`src/rtl/vnu_pkg.sv`:
```
// Shared types and helpers for the shuffled-decoder variable-node unit:
// scale modes, sign-magnitude/two's-complement conversion, saturation, width helpers.
package vnu_pkg;

    typedef enum logic [1:0] {
        SCALE_1    = 2'b00,
        SCALE_075  = 2'b01,
        SCALE_05   = 2'b10,
        SCALE_0875 = 2'b11
    } scaleMode_e;

    // Width of the running message sum; DV messages can never overflow it.
    function automatic int sumWidth(input int wMsg, input int dv);
        return wMsg + $clog2(dv) + 1;
    endfunction

    function automatic int addWidth(input int ws, input int wLlr);
        return ((ws > wLlr) ? ws : wLlr) + 1;
    endfunction

    // Negative zero has an all-zero magnitude and therefore maps to 0.
    function automatic int sm2tc(input logic [31:0] sm, input int w);
        logic [31:0] mag;
        mag = sm & ((32'd1 << (w - 1)) - 32'd1);
        return sm[w - 1] ? -int'(mag) : int'(mag);
    endfunction

    function automatic logic [31:0] tc2sm(input int v, input int w);
        logic [31:0] mag;
        mag = (v < 0) ? 32'(-v) : 32'(v);
        return (v < 0) ? (mag | (32'd1 << (w - 1))) : mag;
    endfunction

    // Symmetric saturation so the result is always representable in sign-magnitude.
    function automatic int sat_tc(input int v, input int w);
        int lim;
        lim = (1 << (w - 1)) - 1;
        if (v > lim)  return lim;
        if (v < -lim) return -lim;
        return v;
    endfunction

endpackage

```
`src/rtl/vnu_scale.sv`:
```
// Combinational shift-add message scaler (x1, x0.75, x0.5, x0.875).
// Arithmetic shifts floor toward minus infinity.
module vnu_scale
    import vnu_pkg::*;
#(
    parameter int W = 8
) (
    input  logic signed [W-1:0] x,
    input  scaleMode_e          mode,
    output logic signed [W-1:0] y
);

    // NOTE: every mode, including the default arm, assigns y, so no latch is inferred.
    always_comb begin
        case (mode)
            SCALE_075:  y = x - (x >>> 2);
            SCALE_05:   y = x >>> 1;
            SCALE_0875: y = x - (x >>> 3);
            default:    y = x;
        endcase
    end

endmodule

```
`src/rtl/vnu_shuffled_pipe.sv`:
```
// Three-stage pipelined variable-node unit with valid/ready flow control.
// Define VNU_SCALE_EN to honour i_scale; otherwise every value passes at x1.
module vnu_shuffled_pipe
    import vnu_pkg::*;
#(
    parameter int DV    = 4,
    parameter int W_MSG = 6,
    parameter int W_LLR = 9,
    parameter int W_OUT = 10,
    parameter int W_TAG = 8
) (
    input  logic                        clk,
    input  logic                        rst_n,
    input  logic                        i_valid,
    output logic                        o_ready,
    input  logic [0:DV-1][W_MSG-1:0]    i_data,
    input  logic [W_LLR-1:0]            i_llr,
    input  logic [1:0]                  i_scale,
    input  logic [W_TAG-1:0]            i_tag,
    output logic                        o_valid,
    input  logic                        i_ready,
    output logic [0:DV][W_OUT-1:0]      o_data,
    output logic                        o_hard,
    output logic [W_TAG-1:0]            o_tag
);

    localparam int WS = sumWidth(W_MSG, DV);
    localparam int WA = addWidth(WS, W_LLR);

    logic v1, v2;
    logic load1, load2, load3;

    logic signed [WS-1:0]    msgIn [0:DV-1];
    logic signed [WS-1:0]    sumIn;
    scaleMode_e              modeIn;

    logic signed [WS-1:0]    msg1 [0:DV-1];
    logic signed [WS-1:0]    sum1;
    logic signed [W_LLR-1:0] llr1;
    logic [W_TAG-1:0]        tag1;
    scaleMode_e              mode1;

    logic signed [WS-1:0]    extRaw [0:DV];
    logic signed [WS-1:0]    extScaled [0:DV];

    logic signed [WS-1:0]    ext2 [0:DV];
    logic signed [W_LLR-1:0] llr2;
    logic [W_TAG-1:0]        tag2;

    logic signed [WA-1:0]    addVal;
    logic [0:DV][W_OUT-1:0]  outData;
    logic                    outHard;

    // A stage may load when it is empty or its successor is taking its beat this cycle.
    assign load3   = !o_valid || i_ready;
    assign load2   = !v2 || load3;
    assign load1   = !v1 || load2;
    assign o_ready = load1;

`ifdef VNU_SCALE_EN
    assign modeIn = scaleMode_e'(i_scale);
`else
    logic unusedScale;
    assign modeIn      = SCALE_1;
    assign unusedScale = ^i_scale;
`endif

    always_comb begin
        sumIn = '0;
        for (int i = 0; i < DV; i++) begin
            msgIn[i] = WS'(sm2tc(32'(i_data[i]), W_MSG));
            sumIn    = sumIn + msgIn[i];
        end
    end

    always_ff @(posedge clk) begin
        if (!rst_n) begin
            v1 <= 1'b0;
            v2 <= 1'b0;
        end else begin
            if (load1) v1 <= i_valid;
            if (load2) v2 <= v1;
        end
    end

    // NOTE: datapath registers have no reset; the stage valid bits alone qualify them.
    always_ff @(posedge clk) begin
        if (load1 && i_valid) begin
            msg1  <= msgIn;
            sum1  <= sumIn;
            llr1  <= i_llr;
            tag1  <= i_tag;
            mode1 <= modeIn;
        end
    end

    // Extrinsic values exclude their own message; the last lane is the full sum for the APP.
    always_comb begin
        for (int i = 0; i < DV; i++) begin
            extRaw[i] = sum1 - msg1[i];
        end
        extRaw[DV] = sum1;
    end

    for (genvar g = 0; g <= DV; g++) begin : genScale
        vnu_scale #(.W(WS)) uScale (
            .x    (extRaw[g]),
            .mode (mode1),
            .y    (extScaled[g])
        );
    end

    always_ff @(posedge clk) begin
        if (load2 && v1) begin
            ext2 <= extScaled;
            llr2 <= llr1;
            tag2 <= tag1;
        end
    end

    always_comb begin
        addVal  = '0;
        outData = '0;
        for (int i = 0; i <= DV; i++) begin
            addVal     = WA'(ext2[i]) + WA'(llr2);
            outData[i] = W_OUT'(tc2sm(sat_tc(int'(addVal), W_OUT), W_OUT));
        end
    end

    // tc2sm never sets the sign bit for zero, so a zero APP reads as positive.
    assign outHard = outData[DV][W_OUT-1];

    always_ff @(posedge clk) begin
        if (!rst_n) begin
            o_valid <= 1'b0;
            o_data  <= '0;
            o_hard  <= 1'b0;
            o_tag   <= '0;
        end else if (load3) begin
            o_valid <= v2;
            if (v2) begin
                o_data <= outData;
                o_hard <= outHard;
                o_tag  <= tag2;
            end
        end
    end

endmodule
```
`config.mk`:
```
export PLATFORM = sky130hd
export DESIGN_NAME = vnu_shuffled_pipe
export DESIGN_NICKNAME = d
export VERILOG_FILES = /design/src/rtl/vnu_pkg.sv /design/src/rtl/vnu_scale.sv /design/src/rtl/vnu_shuffled_pipe.sv
export SDC_FILE = /design/constraint.sdc
export NUM_CORES = 1
export LEC_CHECK = 0
export ABC_CLOCK_PERIOD_IN_PS = 5150
export BUFFER_PORTS_ARGS = -buffer_cell sky130_fd_sc_hd__buf_2
export CORE_UTILIZATION = 52
export DETAILED_ROUTE_END_ITERATION = 8
export HOLD_SLACK_MARGIN = 0.03
export PLACE_DENSITY_LB_ADDON = 0.08
export SYNTH_ARGS = -nofsm -noshare
export SYNTH_HDL_FRONTEND = slang
export SYNTH_SLANG_ARGS = --single-unit
```
`constraint.sdc`:
```
create_clock -name clk -period 5.15 [get_ports clk]
set_input_delay 0.2575 -clock clk [delete_from_list [all_inputs] [get_ports clk]]
set_output_delay 0.2575 -clock clk [all_outputs]
set_load 0.005 [all_outputs]
```
==> results of run 1 <==
flip-flops by register name (all words and copies together) (netlist names), 9 cells and up:
name,cells
llr2,9
llr1,9
msg1,36
o_data,50
sum1,9
ext2,45
path summary, 6_finish.rpt:
path             start         end  slack, ns  cells past startpoint
max reg2reg    llr2[1]  o_data[48]       0.50                     17
min reg2reg    tag1[5]     tag2[5]       0.42                      0
max            llr2[1]  o_data[48]       0.50                     17
min          i_data[6]     msg1[9]       0.08                      1
final cells by class:
type / count / share of cell area
repair buffers: 126 / 0.05444
flip-flops and latches: 185 / 0.3709
inverters: 103 / 0.02900
multi-input cells: 861 / 0.4710
clock buffers: 17 / 0.03191
well taps: 280 / 0.02628
clock inverters: 15 / 0.01643
cells in the mapped netlist (27+ instances only):
| cell | number |
|---|---|
| a211oi_1 | 31 |
| nor3_1 | 28 |
| nand2_1 | 67 |
| nor2_1 | 131 |
| a21oi_1 | 72 |
| clkbuf_1 | 27 |
| xnor2_1 | 60 |
| edfxtp_1 | 124 |
| o21ai_0 | 72 |
| inv_1 | 103 |
| ha_1 | 103 |
| dfxtp_1 | 61 |
worst register-to-register path, stage by stage, from the launching register on:
cell	delay (ns)
edfxtp_1	0.53
inv_1	0.27
fa_1	0.50
nand2b_1	0.23
a21oi_2	0.24
a21oi_1	0.14
nor4b_1	0.28
o21ai_0	0.14
o41ai_1	0.29
ha_1	0.41
nor2_1	0.28
ha_1	0.28
inv_1	0.07
o31ai_1	0.32
nand3_1	0.17
o21bai_1	0.18
a21o_1	0.13
a31oi_1	0.07
power groups by stage:
stage	registers, mW	logic, mW	clock network [mW]
CTS	2.11	3.27	1.42
finish	2.10	3.29	1.39
floorplan	2.06	2.61	0
global route	2.13	3.72	1.47
detailed placement	2.14	3.23	0
global placement	2.14	3.17	0
timing repair:
item                                    in CTS  in global routing
hold endpoints to repair                    17                  0
hold buffers                                17                  0
setup buffers                                0                  0
endpoints found under the setup margin       0                  1
resized for setup                            0                  1
logic make-up (layout without fill, tap and decap cells):
logic type      count (synthesis)  in the layout  share of synthesized area
mux                             9              9                   0.007910
buf+inv                       137            261                    0.04436
simple gates                  327            327                     0.1314
flops                         185            185                     0.4224
xor+xnor                       80             80                    0.05986
fa+ha+maj                     128            128                     0.1529
compound gates                317            317                     0.1812
routing by layer:
metal / wire length, um / track usage / vias up
met5: 0 / 0 / -
met4: 397 / 0.06900 / 0
met3: 724 / 0.02624 / 27
met2: 11140 / 0.3563 / 174
met1: 12450 / 0.3240 / 4009
li1: - / - / 4480
metrics by stage:
stage	hold WS (ns)	instances	area [um2]	util
after floorplan	0.3564	1183	11710	-
after global placement	0.4013	1538	12510	0.5698
after detailed placement	0.4045	1538	12510	0.5698
after CTS	0.06043	1587	13330	0.6069
after global routing	0.07407	1587	13330	0.6071
final	0.08057	1587	13330	0.6071
==> impl_results.html, run 1 <==
<table>
<tr><th>Metric</th><th>Value</th></tr>
<tr><th colspan="2">Pwr</th></tr>
<tr><td>Pint</td><td>4.049 mW</td></tr>
<tr><td>Total design power</td><td>6.779 mW</td></tr>
<tr><td>Maximum VDD drop</td><td>236.0 uV</td></tr>
<tr><td>Leakage power figure</td><td>5.609 nW</td></tr>
<tr><td>Part of the power in registers</td><td>0.310</td></tr>
<tr><td>Clock power share</td><td>0.205</td></tr>
<tr><td>Switch share</td><td>0.4028</td></tr>
<tr><td>Total power per unit cell area</td><td>508.6 nW/um2</td></tr>
<tr><td>Reported net switching power</td><td>2.731 mW</td></tr>
<tr><td>Combinational power share</td><td>0.485</td></tr>
<tr><th colspan="2">Drt</th></tr>
<tr><td>DRC violations left</td><td>22</td></tr>
<tr><td>Count of vias placed by the detailed router</td><td>8690</td></tr>
<tr><td>Total routed wirelength</td><td>24710 um</td></tr>
<tr><td>Post-detailed-route via-to-cell ratio</td><td>5.476</td></tr>
<tr><td>Post-detailed-route wirelength per cell</td><td>15.57 um</td></tr>
<tr><td>Detailed-routing iteration count for the pre-antenna-repair pass</td><td>7</td></tr>
<tr><td>Remaining antenna violation count</td><td>0</td></tr>
<tr><td>Iter 0 DRT Violations</td><td>461</td></tr>
<tr><th colspan="2">Yosys</th></tr>
<tr><td>Post-synthesis sequential area ratio</td><td>0.4224</td></tr>
<tr><td>Post-synth EDFFs</td><td>124</td></tr>
<tr><td>Distinct cell type count of the synthesized netlist</td><td>71</td></tr>
<tr><td>Syn Inst Count</td><td>1183</td></tr>
<tr><td>Dominant cells by area after synthesis</td><td>edfxtp_1 (32%), ha_1 (11%), dfxtp_1 (10%)</td></tr>
<tr><td>Predominant post-synthesis flop cell</td><td>edfxtp_1</td></tr>
<tr><td>Async SR Flop Fraction</td><td>0</td></tr>
<tr><td>Post-Syn Nets</td><td>1358</td></tr>
<tr><td>Top-area cell type share of the netlist area</td><td>0.3181</td></tr>
<tr><td>Synthesized area</td><td>11700 um2</td></tr>
<tr><td>Cell taking the most area after synthesis</td><td>edfxtp_1</td></tr>
<tr><td>Number of storage elements in the synthesis netlist</td><td>185</td></tr>
<tr><td>Average size of a mapped cell</td><td>9.894 um2</td></tr>
<tr><td>Number of warnings issued by yosys</td><td>0</td></tr>
<tr><th colspan="2">Critical path</th></tr>
<tr><td>Highest fanout seen on the critical path</td><td>10</td></tr>
<tr><td>Critical-path cell with the highest stage delay</td><td>edfxtp_1</td></tr>
<tr><td>Worst Path Class, Setup</td><td>reg -&gt; reg</td></tr>
<tr><td>Crit-path cells</td><td>inv_1, fa_1, nand2b_1, a21oi_2, a21oi_1, nor4b_1, o21ai_0, o41ai_1, ha_1, nor2_1, ha_1, inv_1, o31ai_1, nand3_1, o21bai_1, a21o_1, a31oi_1</td></tr>
<tr><td>Cell type group with the largest total delay on the critical path</td><td>compound AO/OA/AOI/OAI gates</td></tr>
<tr><td>Arrival time at the worst endpoint</td><td>4.95 ns</td></tr>
<tr><td>WP data required</td><td>5.44 ns</td></tr>
<tr><td>Crit path buf inv count</td><td>2</td></tr>
<tr><td>Endpoint type of the worst setup path</td><td>flop</td></tr>
<tr><td>Kind of start point of the critical path</td><td>flop</td></tr>
<tr><td>Largest stage delay on the critical path</td><td>0.53 ns</td></tr>
<tr><th colspan="2">Layout</th></tr>
<tr><td>Top library cells by usage in the layout, fill and taps aside</td><td>nor2_1 (131), edfxtp_1 (124), buf_2 (105), inv_1 (103), ha_1 (103)</td></tr>
<tr><td>Number of filler instances in the final layout</td><td>1910</td></tr>
<tr><td>Layout overhead on the synthesized area</td><td>13.89%</td></tr>
<tr><td>Area of the multi-input gates</td><td>6279 um2</td></tr>
<tr><td>Antenna Diode Count</td><td>0</td></tr>
<tr><td>Final layout net count</td><td>1469</td></tr>
<tr><td>Register area</td><td>4945 um2</td></tr>
<tr><td>Leading cell type in the layout, fill and taps excluded</td><td>nor2_1</td></tr>
<tr><td>Share of cells above drive strength 1</td><td>0.1247</td></tr>
<tr><th colspan="2">Worst hold path</th></tr>
<tr><td>Min-delay worst type</td><td>in -&gt; reg</td></tr>
<tr><th colspan="2">STA</th></tr>
<tr><td>Number of endpoints with negative hold slack in the final report</td><td>0</td></tr>
<tr><td>Setup repair after global routing missed its margin</td><td>no</td></tr>
<tr><td>Final setup violation count</td><td>0</td></tr>
<tr><td>Relative slew slack</td><td>0.2881</td></tr>
<tr><td>Shortest period the worst path allows</td><td>4.652 ns</td></tr>
<tr><td>Maximum clock frequency</td><td>0.2149 GHz</td></tr>
<tr><td>Total Negative Setup Slacks</td><td>0 ns</td></tr>
<tr><td>Period utilisation layout</td><td>0.9034</td></tr>
<tr><td>Number of pins with negative max-slew slack in the final report</td><td>0</td></tr>
<tr><td>Final worst clock skew</td><td>0.01358 ns</td></tr>
<tr><td>Slew at the pin closest to its max-slew limit</td><td>1.068 ns</td></tr>
<tr><td>Setup WS post-layout</td><td>0.4976 ns</td></tr>
<tr><th colspan="2">Placement</th></tr>
<tr><td>Worst setup slack after placement</td><td>0.4244 ns</td></tr>
<tr><td>HPWL reported at the end of detailed placement</td><td>18800 um</td></tr>
<tr><td>Port buffer count</td><td>105</td></tr>
<tr><td>RD Place Congestion</td><td>0.8537</td></tr>
<tr><th colspan="2">GRT</th></tr>
<tr><td>Wire length of the first global-routing pass</td><td>41460 um</td></tr>
<tr><td>Vias in the first global route</td><td>8190</td></tr>
<tr><td>Maximum number of pins on one net before global-route repair</td><td>74</td></tr>
<tr><td>Initial antenna violation count</td><td>0</td></tr>
<tr><td>Aggregate global routing overflow</td><td>0</td></tr>
<tr><td>Overall Global Routing Usage</td><td>0.2250</td></tr>
<tr><th colspan="2">Die</th></tr>
<tr><td>Die Wd</td><td>152.0 um</td></tr>
<tr><td>Floorplan die height</td><td>152.0 um</td></tr>
<tr><td>Initial Utilization</td><td>0.5330</td></tr>
<tr><td>I/O pin count</td><td>108</td></tr>
<tr><td>Area enclosed by the die boundary</td><td>23110 um2</td></tr>
<tr><td>Placeable core area</td><td>21960 um2</td></tr>
<tr><td>Standard-cell row count</td><td>54</td></tr>
<tr><th colspan="2">Status</th></tr>
<tr><td>Outcome</td><td>finished with violations</td></tr>
<tr><td>Failing checks</td><td>DRC</td></tr>
<tr><th colspan="2">Clock network</th></tr>
<tr><td>CTS tree</td><td>done</td></tr>
<tr><td>Source-to-sink clock delay at the later pin of the worst-skew pair</td><td>0.44 ns</td></tr>
<tr><td>Number of buffers inserted during clock tree synthesis</td><td>17</td></tr>
<tr><td>Number of clock sinks seen by CTS</td><td>185</td></tr>
<tr><td>Root buffer cell</td><td>clkbuf_16</td></tr>
<tr><td>Bufs on Longest Clock Path</td><td>2</td></tr>
<tr><td>Clock input transition at the sequential cells of the worst setup and hold paths</td><td>0.08 ns</td></tr>
<tr><td>H-tree Lvls</td><td>4</td></tr>
<tr><th colspan="2">Flow run</th></tr>
<tr><td>Count of maximum capacitance violations</td><td>0</td></tr>
</table>
(Power assumes the default switching activity.)
==> run 2: changes to the inputs <==
--- a/config.mk
+++ b/config.mk
@@ -11,6 +11,8 @@
 export DETAILED_ROUTE_END_ITERATION = 8
 export HOLD_SLACK_MARGIN = 0.03
 export PLACE_DENSITY_LB_ADDON = 0.08
+export RECOVER_POWER = 25
 export SYNTH_ARGS = -nofsm -noshare
 export SYNTH_HDL_FRONTEND = slang
 export SYNTH_SLANG_ARGS = --single-unit
+export TNS_END_PERCENT = 10
==> run 2 against run 1 <==
The flow still finishes with violations (DRC). Register-to-register slack barely moved. Clock skew barely moved. Design area barely moved. Count of clock-buffer cells in the layout did not move. Largest cell class unchanged. Highest routed layer unchanged.
==> impl_results.html, run 2 (same netlist as run 1, synthesis figures left out) <==
<table>
<tr><th>Metric</th><th>Value</th></tr>
<tr><th colspan="2">Die</th></tr>
<tr><td>Floorplan die height</td><td>152.0 um (unchanged)</td></tr>
<tr><td>Area enclosed by the die boundary</td><td>23110 um2 (unchanged)</td></tr>
<tr><td>I/O pin count</td><td>108 (unchanged)</td></tr>
<tr><td>Placeable core area</td><td>21960 um2 (unchanged)</td></tr>
<tr><td>Initial Utilization</td><td>0.5330 (unchanged)</td></tr>
<tr><td>Die Wd</td><td>152.0 um (unchanged)</td></tr>
<tr><td>Standard-cell row count</td><td>54 (unchanged)</td></tr>
<tr><th colspan="2">STA</th></tr>
<tr><td>Setup repair after global routing missed its margin</td><td>no (unchanged)</td></tr>
<tr><td>Relative slew slack</td><td>0.2899 (was 0.2881)</td></tr>
<tr><td>Total Negative Setup Slacks</td><td>0 ns (unchanged)</td></tr>
<tr><td>Setup WS post-layout</td><td>0.4978 ns (was 0.4976 ns)</td></tr>
<tr><td>Slew at the pin closest to its max-slew limit</td><td>1.065 ns (was 1.068 ns)</td></tr>
<tr><td>Number of endpoints with negative hold slack in the final report</td><td>0 (unchanged)</td></tr>
<tr><td>Period utilisation layout</td><td>0.9033 (was 0.9034)</td></tr>
<tr><td>Shortest period the worst path allows</td><td>4.652 ns (about the same)</td></tr>
<tr><td>Final worst clock skew</td><td>0.01349 ns (was 0.01358 ns)</td></tr>
<tr><td>Maximum clock frequency</td><td>0.2150 GHz (was 0.2149 GHz)</td></tr>
<tr><td>Number of pins with negative max-slew slack in the final report</td><td>0 (unchanged)</td></tr>
<tr><td>Final setup violation count</td><td>0 (unchanged)</td></tr>
<tr><th colspan="2">GRT</th></tr>
<tr><td>Initial antenna violation count</td><td>0 (unchanged)</td></tr>
<tr><td>Overall Global Routing Usage</td><td>0.2250 (unchanged)</td></tr>
<tr><td>Maximum number of pins on one net before global-route repair</td><td>74 (unchanged)</td></tr>
<tr><td>Wire length of the first global-routing pass</td><td>41460 um (unchanged)</td></tr>
<tr><td>Vias in the first global route</td><td>8190 (unchanged)</td></tr>
<tr><td>Grt met1 use</td><td>0.3240 (unchanged)</td></tr>
<tr><td>Met3 global-route usage</td><td>0.02624 (unchanged)</td></tr>
<tr><td>Most Crowded Layer GR</td><td>met2 (unchanged)</td></tr>
<tr><td>Global-route track usage on met2</td><td>0.3563 (unchanged)</td></tr>
<tr><td>Aggregate global routing overflow</td><td>0 (unchanged)</td></tr>
<tr><th colspan="2">Status</th></tr>
<tr><td>Outcome</td><td>finished with violations (unchanged)</td></tr>
<tr><td>Failing checks</td><td>DRC (unchanged)</td></tr>
<tr><th colspan="2">Critical path</th></tr>
<tr><td>Endpoint type of the worst setup path</td><td>flop (unchanged)</td></tr>
<tr><td>Number of cells on the critical path</td><td>17 (unchanged)</td></tr>
<tr><td>Critical-path cell with the highest stage delay</td><td>edfxtp_1 (unchanged)</td></tr>
<tr><td>Worst Path Class, Setup</td><td>reg -&gt; reg (unchanged)</td></tr>
<tr><td>Kind of start point of the critical path</td><td>flop (unchanged)</td></tr>
<tr><td>Cell type group with the largest total delay on the critical path</td><td>compound AO/OA/AOI/OAI gates (unchanged)</td></tr>
<tr><td>Crit-path cells</td><td>inv_1, fa_1, nand2b_1, a21oi_2, a21oi_1, nor4b_1, o21ai_0, o41ai_1, ha_1, nor2_1, ha_1, inv_1, o31ai_1, nand3_1, o21bai_1, a21o_1, a31oi_1 (unchanged)</td></tr>
<tr><td>Crit path buf inv count</td><td>2 (unchanged)</td></tr>
<tr><td>Largest stage delay on the critical path</td><td>0.53 ns (about the same)</td></tr>
<tr><td>WP data required</td><td>5.44 ns (about the same)</td></tr>
<tr><td>Highest fanout seen on the critical path</td><td>10 (unchanged)</td></tr>
<tr><td>R2R depth</td><td>17 (unchanged)</td></tr>
<tr><td>Arrival time at the worst endpoint</td><td>4.95 ns (about the same)</td></tr>
<tr><th colspan="2">Pwr</th></tr>
<tr><td>Maximum VDD drop</td><td>236.1 uV (was 236.0 uV)</td></tr>
<tr><td>Leakage power figure</td><td>5.582 nW (was 5.609 nW)</td></tr>
<tr><td>Switch share</td><td>0.4030 (was 0.4028)</td></tr>
<tr><td>Reported net switching power</td><td>2.732 mW (was 2.731 mW)</td></tr>
<tr><td>Pint</td><td>4.048 mW (was 4.049 mW)</td></tr>
<tr><td>Total power per unit cell area</td><td>509.0 nW/um2 (was 508.6 nW/um2)</td></tr>
<tr><td>Clock power share</td><td>0.205 (about the same)</td></tr>
<tr><td>Combinational power share</td><td>0.485 (about the same)</td></tr>
<tr><td>Part of the power in registers</td><td>0.310 (about the same)</td></tr>
<tr><th colspan="2">Clock network</th></tr>
<tr><td>Number of clock sinks seen by CTS</td><td>185 (unchanged)</td></tr>
<tr><td>Number of buffers inserted during clock tree synthesis</td><td>17 (unchanged)</td></tr>
<tr><td>Clock input transition at the sequential cells of the worst setup and hold paths</td><td>0.08 ns (about the same)</td></tr>
<tr><td>Source-to-sink clock delay at the later pin of the worst-skew pair</td><td>0.44 ns (about the same)</td></tr>
<tr><td>CTS tree</td><td>done (unchanged)</td></tr>
<tr><td>H-tree Lvls</td><td>4 (unchanged)</td></tr>
<tr><td>Bufs on Longest Clock Path</td><td>2 (unchanged)</td></tr>
<tr><td>Root buffer cell</td><td>clkbuf_16 (unchanged)</td></tr>
<tr><td># Post-CTS Setup Buffers</td><td>0 (unchanged)</td></tr>
<tr><th colspan="2">Placement</th></tr>
<tr><td>Port buffer count</td><td>105 (unchanged)</td></tr>
<tr><td>RD Place Congestion</td><td>0.8537 (unchanged)</td></tr>
<tr><td>HPWL reported at the end of detailed placement</td><td>18800 um (unchanged)</td></tr>
<tr><td>Worst setup slack after placement</td><td>0.4244 ns (unchanged)</td></tr>
<tr><th colspan="2">Layout</th></tr>
<tr><td>Register with the highest flop count</td><td>o_data (unchanged)</td></tr>
<tr><td>Top library cells by usage in the layout, fill and taps aside</td><td>nor2_1 (131), edfxtp_1 (124), inv_1 (103), ha_1 (103), buf_2 (96) (was nor2_1 (131), edfxtp_1 (124), buf_2 (105), inv_1 (103), ha_1 (103))</td></tr>
<tr><td>Antenna Diode Count</td><td>0 (unchanged)</td></tr>
<tr><td>Register area</td><td>4945 um2 (unchanged)</td></tr>
<tr><td>Share of cells above drive strength 1</td><td>0.1178 (was 0.1247)</td></tr>
<tr><td>Final layout net count</td><td>1469 (unchanged)</td></tr>
<tr><td>Number of flip-flops in the largest register</td><td>50 (unchanged)</td></tr>
<tr><td>Area of the multi-input gates</td><td>6279 um2 (unchanged)</td></tr>
<tr><td>Largest registers</td><td>o_data: 50 flops, ext2: 45 flops, msg1: 36 flops (unchanged)</td></tr>
<tr><td>Number of filler instances in the final layout</td><td>1918 (was 1910)</td></tr>
<tr><td>Layout overhead on the synthesized area</td><td>13.79% (was 13.89%)</td></tr>
<tr><td>Leading cell type in the layout, fill and taps excluded</td><td>nor2_1 (unchanged)</td></tr>
<tr><th colspan="2">Drt</th></tr>
<tr><td>Post-detailed-route via-to-cell ratio</td><td>5.475 (was 5.476)</td></tr>
<tr><td>Post-detailed-route wirelength per cell</td><td>15.59 um (was 15.57 um)</td></tr>
<tr><td>Total routed wirelength</td><td>24730 um (was 24710 um)</td></tr>
<tr><td>Detailed-routing iteration count for the pre-antenna-repair pass</td><td>7 (unchanged)</td></tr>
<tr><td>Remaining antenna violation count</td><td>0 (unchanged)</td></tr>
<tr><td>Count of vias placed by the detailed router</td><td>8689 (was 8690)</td></tr>
<tr><td>Iter 0 DRT Violations</td><td>461 (unchanged)</td></tr>
<tr><td>DRC violations left</td><td>22 (unchanged)</td></tr>
<tr><th colspan="2">Flow run</th></tr>
<tr><td>Count of maximum capacitance violations</td><td>0 (unchanged)</td></tr>
<tr><th colspan="2">Worst hold path</th></tr>
<tr><td>Hold depth</td><td>3 (was 1)</td></tr>
<tr><td>Min-delay worst type</td><td>in -&gt; reg (unchanged)</td></tr>
</table>
run 2: cell count changes in the layout (fill, tap and decap cells not counted):
cell | before | now
clkbuf_1 | 0 | 9
buf_2 | 105 | 96
run 2: per-stage QoR:
step                      area, um2    util  hold slack [ns]  cells  total power [mW]
after floorplan               11710       -           0.3564   1183             4.664
after global placement        12510  0.5698           0.4013   1538             5.305
after global routing          13320  0.6066           0.1345   1587             7.321
after CTS                     13330  0.6069          0.06043   1587             6.800
after detailed placement      12510  0.5698           0.4045   1538             5.368
final                         13320  0.6066           0.1070   1587             6.780
run 2: final cells by class:
| class | count | share of cell area |
|---|---|---|
| Multi-Input combinational cell | 861 | 0.4714 |
| Clock inverter | 15 | 0.01644 |
| Sequential cell | 185 | 0.3713 |
| Inverter | 103 | 0.02903 |
| Timing Repair Buffer | 126 | 0.05364 |
| Clock buffer | 17 | 0.03194 |
| Tap cell | 280 | 0.02630 |
run 2: power groups by stage:
| stage | registers (mW) | logic (mW) | clock network (mW) |
|---|---|---|---|
| floorplan | 2.06 | 2.61 | 0 |
| global placement | 2.14 | 3.17 | 0 |
| detailed placement | 2.14 | 3.23 | 0 |
| CTS | 2.11 | 3.27 | 1.42 |
| global route | 2.13 | 3.72 | 1.47 |
| finish | 2.10 | 3.29 | 1.39 |
run 2: metal layers:
| metal | vias up | routed length (um) |
|---|---|---|
| li1 | 4481 | - |
| met1 | 4008 | 12520 |
| met2 | 173 | 11110 |
| met3 | 27 | 710 |
| met4 | 0 | 397 |
| met5 | - | 0 |
run 2: path summary, 6_finish.rpt:
kind	from	end	slack, ns
max	llr2[1]	o_data[48]	0.50
min	i_valid	v1	0.11
max reg2reg	llr2[1]	o_data[48]	0.50
min reg2reg	tag1[5]	tag2[5]	0.42
run 2: tightest hold or removal path, cell delays in order:
cell and delay, ns:
buf_2 0.08, inv_1 0.06, a21oi_1 0.12
run 2: what timing repair did:
action / 4_1_cts / 5_1_grt
setup endpoints to repair: 0 / 1
hold buffers: 17 / 0
gates resized for setup: 0 / 1
hold endpoints to repair: 17 / 0
==> run 3: changes to the inputs <==
--- a/config.mk
+++ b/config.mk
@@ -7,6 +7,7 @@
 export LEC_CHECK = 0
 export ABC_CLOCK_PERIOD_IN_PS = 5150
 export BUFFER_PORTS_ARGS = -buffer_cell sky130_fd_sc_hd__buf_2
+export CORE_MARGIN = 2
 export CORE_UTILIZATION = 52
 export DETAILED_ROUTE_END_ITERATION = 8
 export HOLD_SLACK_MARGIN = 0.03
==> run 3 against run 2 <==
The run now ends clean. Clock power about the same. Register-to-register slack worse by 0.03 ns. Clock skew about the same. Maximum frequency down 0.68%. Global-route usage down 0.97 points. Die area up 2.6%. Setup slack worse by 0.032 ns.
==> impl_results.html, run 3 (same netlist as run 1, synthesis figures left out) <==
<table>
<tr><th>Metric</th><th>Value</th></tr>
<tr><th colspan="2">Drt</th></tr>
<tr><td>Detailed-routing iteration count for the pre-antenna-repair pass</td><td>5 (was 7)</td></tr>
<tr><td>Count of vias placed by the detailed router</td><td>8652 (was 8689)</td></tr>
<tr><td>Post-detailed-route via-to-cell ratio</td><td>5.452 (was 5.475)</td></tr>
<tr><td>Remaining antenna violation count</td><td>0 (unchanged)</td></tr>
<tr><td>Post-detailed-route wirelength per cell</td><td>15.79 um (was 15.59 um)</td></tr>
<tr><td>Total routed wirelength</td><td>25050 um (was 24730 um)</td></tr>
<tr><td>Iter 0 DRT Violations</td><td>517 (was 461)</td></tr>
<tr><td>DRC violations left</td><td>0 (was 22)</td></tr>
<tr><th colspan="2">GRT</th></tr>
<tr><td>Overall Global Routing Usage</td><td>0.2153 (was 0.2250)</td></tr>
<tr><td>Vias in the first global route</td><td>8082 (was 8190)</td></tr>
<tr><td>Aggregate global routing overflow</td><td>0 (unchanged)</td></tr>
<tr><td>Maximum number of pins on one net before global-route repair</td><td>63 (was 74)</td></tr>
<tr><td>Wire length of the first global-routing pass</td><td>40760 um (was 41460 um)</td></tr>
<tr><td>Initial antenna violation count</td><td>0 (unchanged)</td></tr>
<tr><th colspan="2">Clock network</th></tr>
<tr><td>Clock input transition at the sequential cells of the worst setup and hold paths</td><td>0.08 ns (about the same)</td></tr>
<tr><td>H-tree Lvls</td><td>4 (unchanged)</td></tr>
<tr><td>Bufs on Longest Clock Path</td><td>2 (unchanged)</td></tr>
<tr><td>Number of buffers inserted during clock tree synthesis</td><td>17 (unchanged)</td></tr>
<tr><td># Post-CTS Setup Buffers</td><td>0 (unchanged)</td></tr>
<tr><td>Root buffer cell</td><td>clkbuf_16 (unchanged)</td></tr>
<tr><td>CTS tree</td><td>done (unchanged)</td></tr>
<tr><td>Number of clock sinks seen by CTS</td><td>185 (unchanged)</td></tr>
<tr><td>Source-to-sink clock delay at the later pin of the worst-skew pair</td><td>0.45 ns (was 0.44 ns)</td></tr>
<tr><th colspan="2">Pwr</th></tr>
<tr><td>Clock power share</td><td>0.204 (was 0.205)</td></tr>
<tr><td>Total power per unit cell area</td><td>508.0 nW/um2 (was 509.0 nW/um2)</td></tr>
<tr><td>Part of the power in registers</td><td>0.311 (was 0.310)</td></tr>
<tr><td>Switch share</td><td>0.4065 (was 0.4030)</td></tr>
<tr><td>Pint</td><td>4.009 mW (was 4.048 mW)</td></tr>
<tr><td>Maximum VDD drop</td><td>233.6 uV (was 236.1 uV)</td></tr>
<tr><td>Combinational power share</td><td>0.485 (about the same)</td></tr>
<tr><td>Reported net switching power</td><td>2.746 mW (was 2.732 mW)</td></tr>
<tr><td>Leakage power figure</td><td>5.582 nW (about the same)</td></tr>
<tr><th colspan="2">Die</th></tr>
<tr><td>Initial Utilization</td><td>0.5330 (unchanged)</td></tr>
<tr><td>I/O pin count</td><td>108 (unchanged)</td></tr>
<tr><td>Standard-cell row count</td><td>54 (unchanged)</td></tr>
<tr><td>Die Wd</td><td>154.0 um (was 152.0 um)</td></tr>
<tr><td>Floorplan die height</td><td>154.0 um (was 152.0 um)</td></tr>
<tr><td>Area enclosed by the die boundary</td><td>23730 um2 (was 23110 um2)</td></tr>
<tr><td>Placeable core area</td><td>21960 um2 (unchanged)</td></tr>
<tr><th colspan="2">Layout</th></tr>
<tr><td>Number of filler instances in the final layout</td><td>1863 (was 1918)</td></tr>
<tr><td>Number of flip-flops in the largest register</td><td>50 (unchanged)</td></tr>
<tr><td>Layout overhead on the synthesized area</td><td>13.60% (was 13.79%)</td></tr>
<tr><td>Final layout net count</td><td>1469 (unchanged)</td></tr>
<tr><td>Antenna Diode Count</td><td>0 (unchanged)</td></tr>
<tr><td>Largest registers</td><td>o_data: 50 flops, ext2: 45 flops, msg1: 36 flops (unchanged)</td></tr>
<tr><td>Non-filler cells, final</td><td>1587 (unchanged)</td></tr>
<tr><td>Share of cells above drive strength 1</td><td>0.1178 (unchanged)</td></tr>
<tr><td>Top library cells by usage in the layout, fill and taps aside</td><td>nor2_1 (131), edfxtp_1 (124), inv_1 (103), ha_1 (103), buf_2 (97) (was nor2_1 (131), edfxtp_1 (124), inv_1 (103), ha_1 (103), buf_2 (96))</td></tr>
<tr><td>Register with the highest flop count</td><td>o_data (unchanged)</td></tr>
<tr><td>Leading cell type in the layout, fill and taps excluded</td><td>nor2_1 (unchanged)</td></tr>
<tr><th colspan="2">Critical path</th></tr>
<tr><td>Critical Path Start</td><td>llr2[1] (unchanged)</td></tr>
<tr><td>Arrival time at the worst endpoint</td><td>4.99 ns (was 4.95 ns)</td></tr>
<tr><td>RR Endpoint</td><td>o_data[48] (unchanged)</td></tr>
<tr><td>Crit path buf inv count</td><td>2 (unchanged)</td></tr>
<tr><td>Kind of start point of the critical path</td><td>flop (unchanged)</td></tr>
<tr><td>Cell type group with the largest total delay on the critical path</td><td>compound AO/OA/AOI/OAI gates (unchanged)</td></tr>
<tr><td>Highest fanout seen on the critical path</td><td>10 (unchanged)</td></tr>
<tr><td>Crit-path cells</td><td>inv_1, fa_1, nand2b_1, a21oi_1, a21oi_1, nor4b_1, o21ai_0, o41ai_1, ha_1, nor2_1, ha_1, inv_1, o31ai_1, nand3_1, o21bai_1, a21o_1, a31oi_1 (was inv_1, fa_1, nand2b_1, a21oi_2, a21oi_1, nor4b_1, o21ai_0, o41ai_1, ha_1, nor2_1, ha_1, inv_1, o31ai_1, nand3_1, o21bai_1, a21o_1, a31oi_1)</td></tr>
<tr><td>Launch point of the worst reg-to-reg path</td><td>llr2[1] (unchanged)</td></tr>
<tr><td>R2R depth</td><td>17 (unchanged)</td></tr>
<tr><td>Largest stage delay on the critical path</td><td>0.51 ns (was 0.53 ns)</td></tr>
<tr><td>WP data required</td><td>5.45 ns (was 5.44 ns)</td></tr>
<tr><td>Worst Path Class, Setup</td><td>reg -&gt; reg (unchanged)</td></tr>
<tr><td>Endpoint type of the worst setup path</td><td>flop (unchanged)</td></tr>
<tr><td>Critical-path cell with the highest stage delay</td><td>edfxtp_1 (unchanged)</td></tr>
<tr><td>Number of cells on the critical path</td><td>17 (unchanged)</td></tr>
<tr><td>Register-to-register setup slack</td><td>0.47 ns (was 0.50 ns)</td></tr>
<tr><th colspan="2">Flow run</th></tr>
<tr><td>Count of maximum capacitance violations</td><td>0 (unchanged)</td></tr>
<tr><th colspan="2">Status</th></tr>
<tr><td>Outcome</td><td>finished clean (was finished with violations)</td></tr>
<tr><th colspan="2">STA</th></tr>
<tr><td>Slew at the pin closest to its max-slew limit</td><td>1.095 ns (was 1.065 ns)</td></tr>
<tr><td>Relative slew slack</td><td>0.2701 (was 0.2899)</td></tr>
<tr><td>Number of endpoints with negative hold slack in the final report</td><td>0 (unchanged)</td></tr>
<tr><td>Final worst clock skew</td><td>0.01320 ns (was 0.01349 ns)</td></tr>
<tr><td>Final setup violation count</td><td>0 (unchanged)</td></tr>
<tr><td>Setup WS post-layout</td><td>0.4661 ns (was 0.4978 ns)</td></tr>
<tr><td>Number of pins with negative max-slew slack in the final report</td><td>0 (unchanged)</td></tr>
<tr><td>Setup repair after global routing missed its margin</td><td>no (unchanged)</td></tr>
<tr><td>Maximum clock frequency</td><td>0.2135 GHz (was 0.2150 GHz)</td></tr>
<tr><td>Period utilisation layout</td><td>0.9095 (was 0.9033)</td></tr>
<tr><td>Total Negative Setup Slacks</td><td>0 ns (unchanged)</td></tr>
<tr><td>Shortest period the worst path allows</td><td>4.684 ns (was 4.652 ns)</td></tr>
<tr><th colspan="2">Placement</th></tr>
<tr><td>Port buffer count</td><td>105 (unchanged)</td></tr>
<tr><td>HPWL reported at the end of detailed placement</td><td>18930 um (was 18800 um)</td></tr>
<tr><td>RD Place Congestion</td><td>0.8599 (was 0.8537)</td></tr>
<tr><td>Worst setup slack after placement</td><td>0.4968 ns (was 0.4244 ns)</td></tr>
<tr><td>Number of cells in the design after placement</td><td>1538 (unchanged)</td></tr>
<tr><th colspan="2">Worst hold path</th></tr>
<tr><td>WHS Endpoint</td><td>v1 (unchanged)</td></tr>
<tr><td>Hold depth</td><td>3 (unchanged)</td></tr>
<tr><td>Min-delay worst type</td><td>in -&gt; reg (unchanged)</td></tr>
<tr><td>Startpoint of the tightest hold check path</td><td>i_valid (unchanged)</td></tr>
</table>
## run 3: changes by cell type in the layout (fill, tap and decap cells not counted)
cell	delta
inv_12	+3
bufinv_16	-1
a21oi_2	-1
clkinvlp_4	-1
a21oi_1	+1
buf_2	+1
inv_6	+2
clkinv_8	-3
clkbuf_1	-1
## run 3: metal layers
metal  track usage  vias to the layer above  part of all wire
met5             0                        -                 0
met4       0.05385                        0             0.012
met3       0.02734                       24             0.033
met2        0.3476                      172              0.45
met1        0.3093                     3974              0.50
li1              -                     4482                 -
## run 3: how the worst max path moves through the flow
stage / to / slack [ns]
floorplan: llr1[0] / 0.91
global placement: o_data[48] / 0.54
detailed placement: o_data[48] / 0.50
CTS: o_data[48] / 0.45
global route: o_data[48] / 0.07
finish: o_data[48] / 0.47
## run 3: cell type report
class                   instances  area [um2]  share of cell area
well taps                     280       350.3             0.02635
clock inverters                15       198.9             0.01496
inverters                     103       386.6             0.02908
repair buffers                126       715.7             0.05383
clock buffers                  17       425.4             0.03199
flip-flops and latches        185        4945              0.3719
multi-input cells             861        6275              0.4719
## run 3: stage by stage
step	cell area (um2)	power [mW]	hold slack, ns	util
CTS	13310	6.780	0.06209	0.6060
detailed placement	12510	5.363	0.4045	0.5698
global placement	12510	5.305	0.4010	0.5698
global route	13300	7.305	0.1564	0.6055
finish	13300	6.755	0.1347	0.6055
floorplan	11710	4.664	0.3564	-
## run 3: worst reg2reg max path: stages, from the launching register on
cell and delay (ns):
edfxtp_1 0.51, inv_1 0.26, fa_1 0.49, nand2b_1 0.22
a21oi_1 0.32, a21oi_1 0.17, nor4b_1 0.28, o21ai_0 0.12
o41ai_1 0.26, ha_1 0.40, nor2_1 0.28, ha_1 0.28
inv_1 0.07, o31ai_1 0.32, nand3_1 0.18, o21bai_1 0.17
a21o_1 0.12, a31oi_1 0.07
## run 3: what timing repair did
action                    CTS  global route
hold endpoints to repair   17             0
gates resized for setup     0             0
hold buffers               17             0
## run 3: power groups by stage
stage | Sequential, mW | Clock [mW] | Combinational [mW]
after floorplan | 2.06 | 0 | 2.61
after global placement | 2.14 | 0 | 3.17
after detailed placement | 2.14 | 0 | 3.22
after CTS | 2.11 | 1.41 | 3.27
after global routing | 2.13 | 1.46 | 3.71
final | 2.10 | 1.38 | 3.28
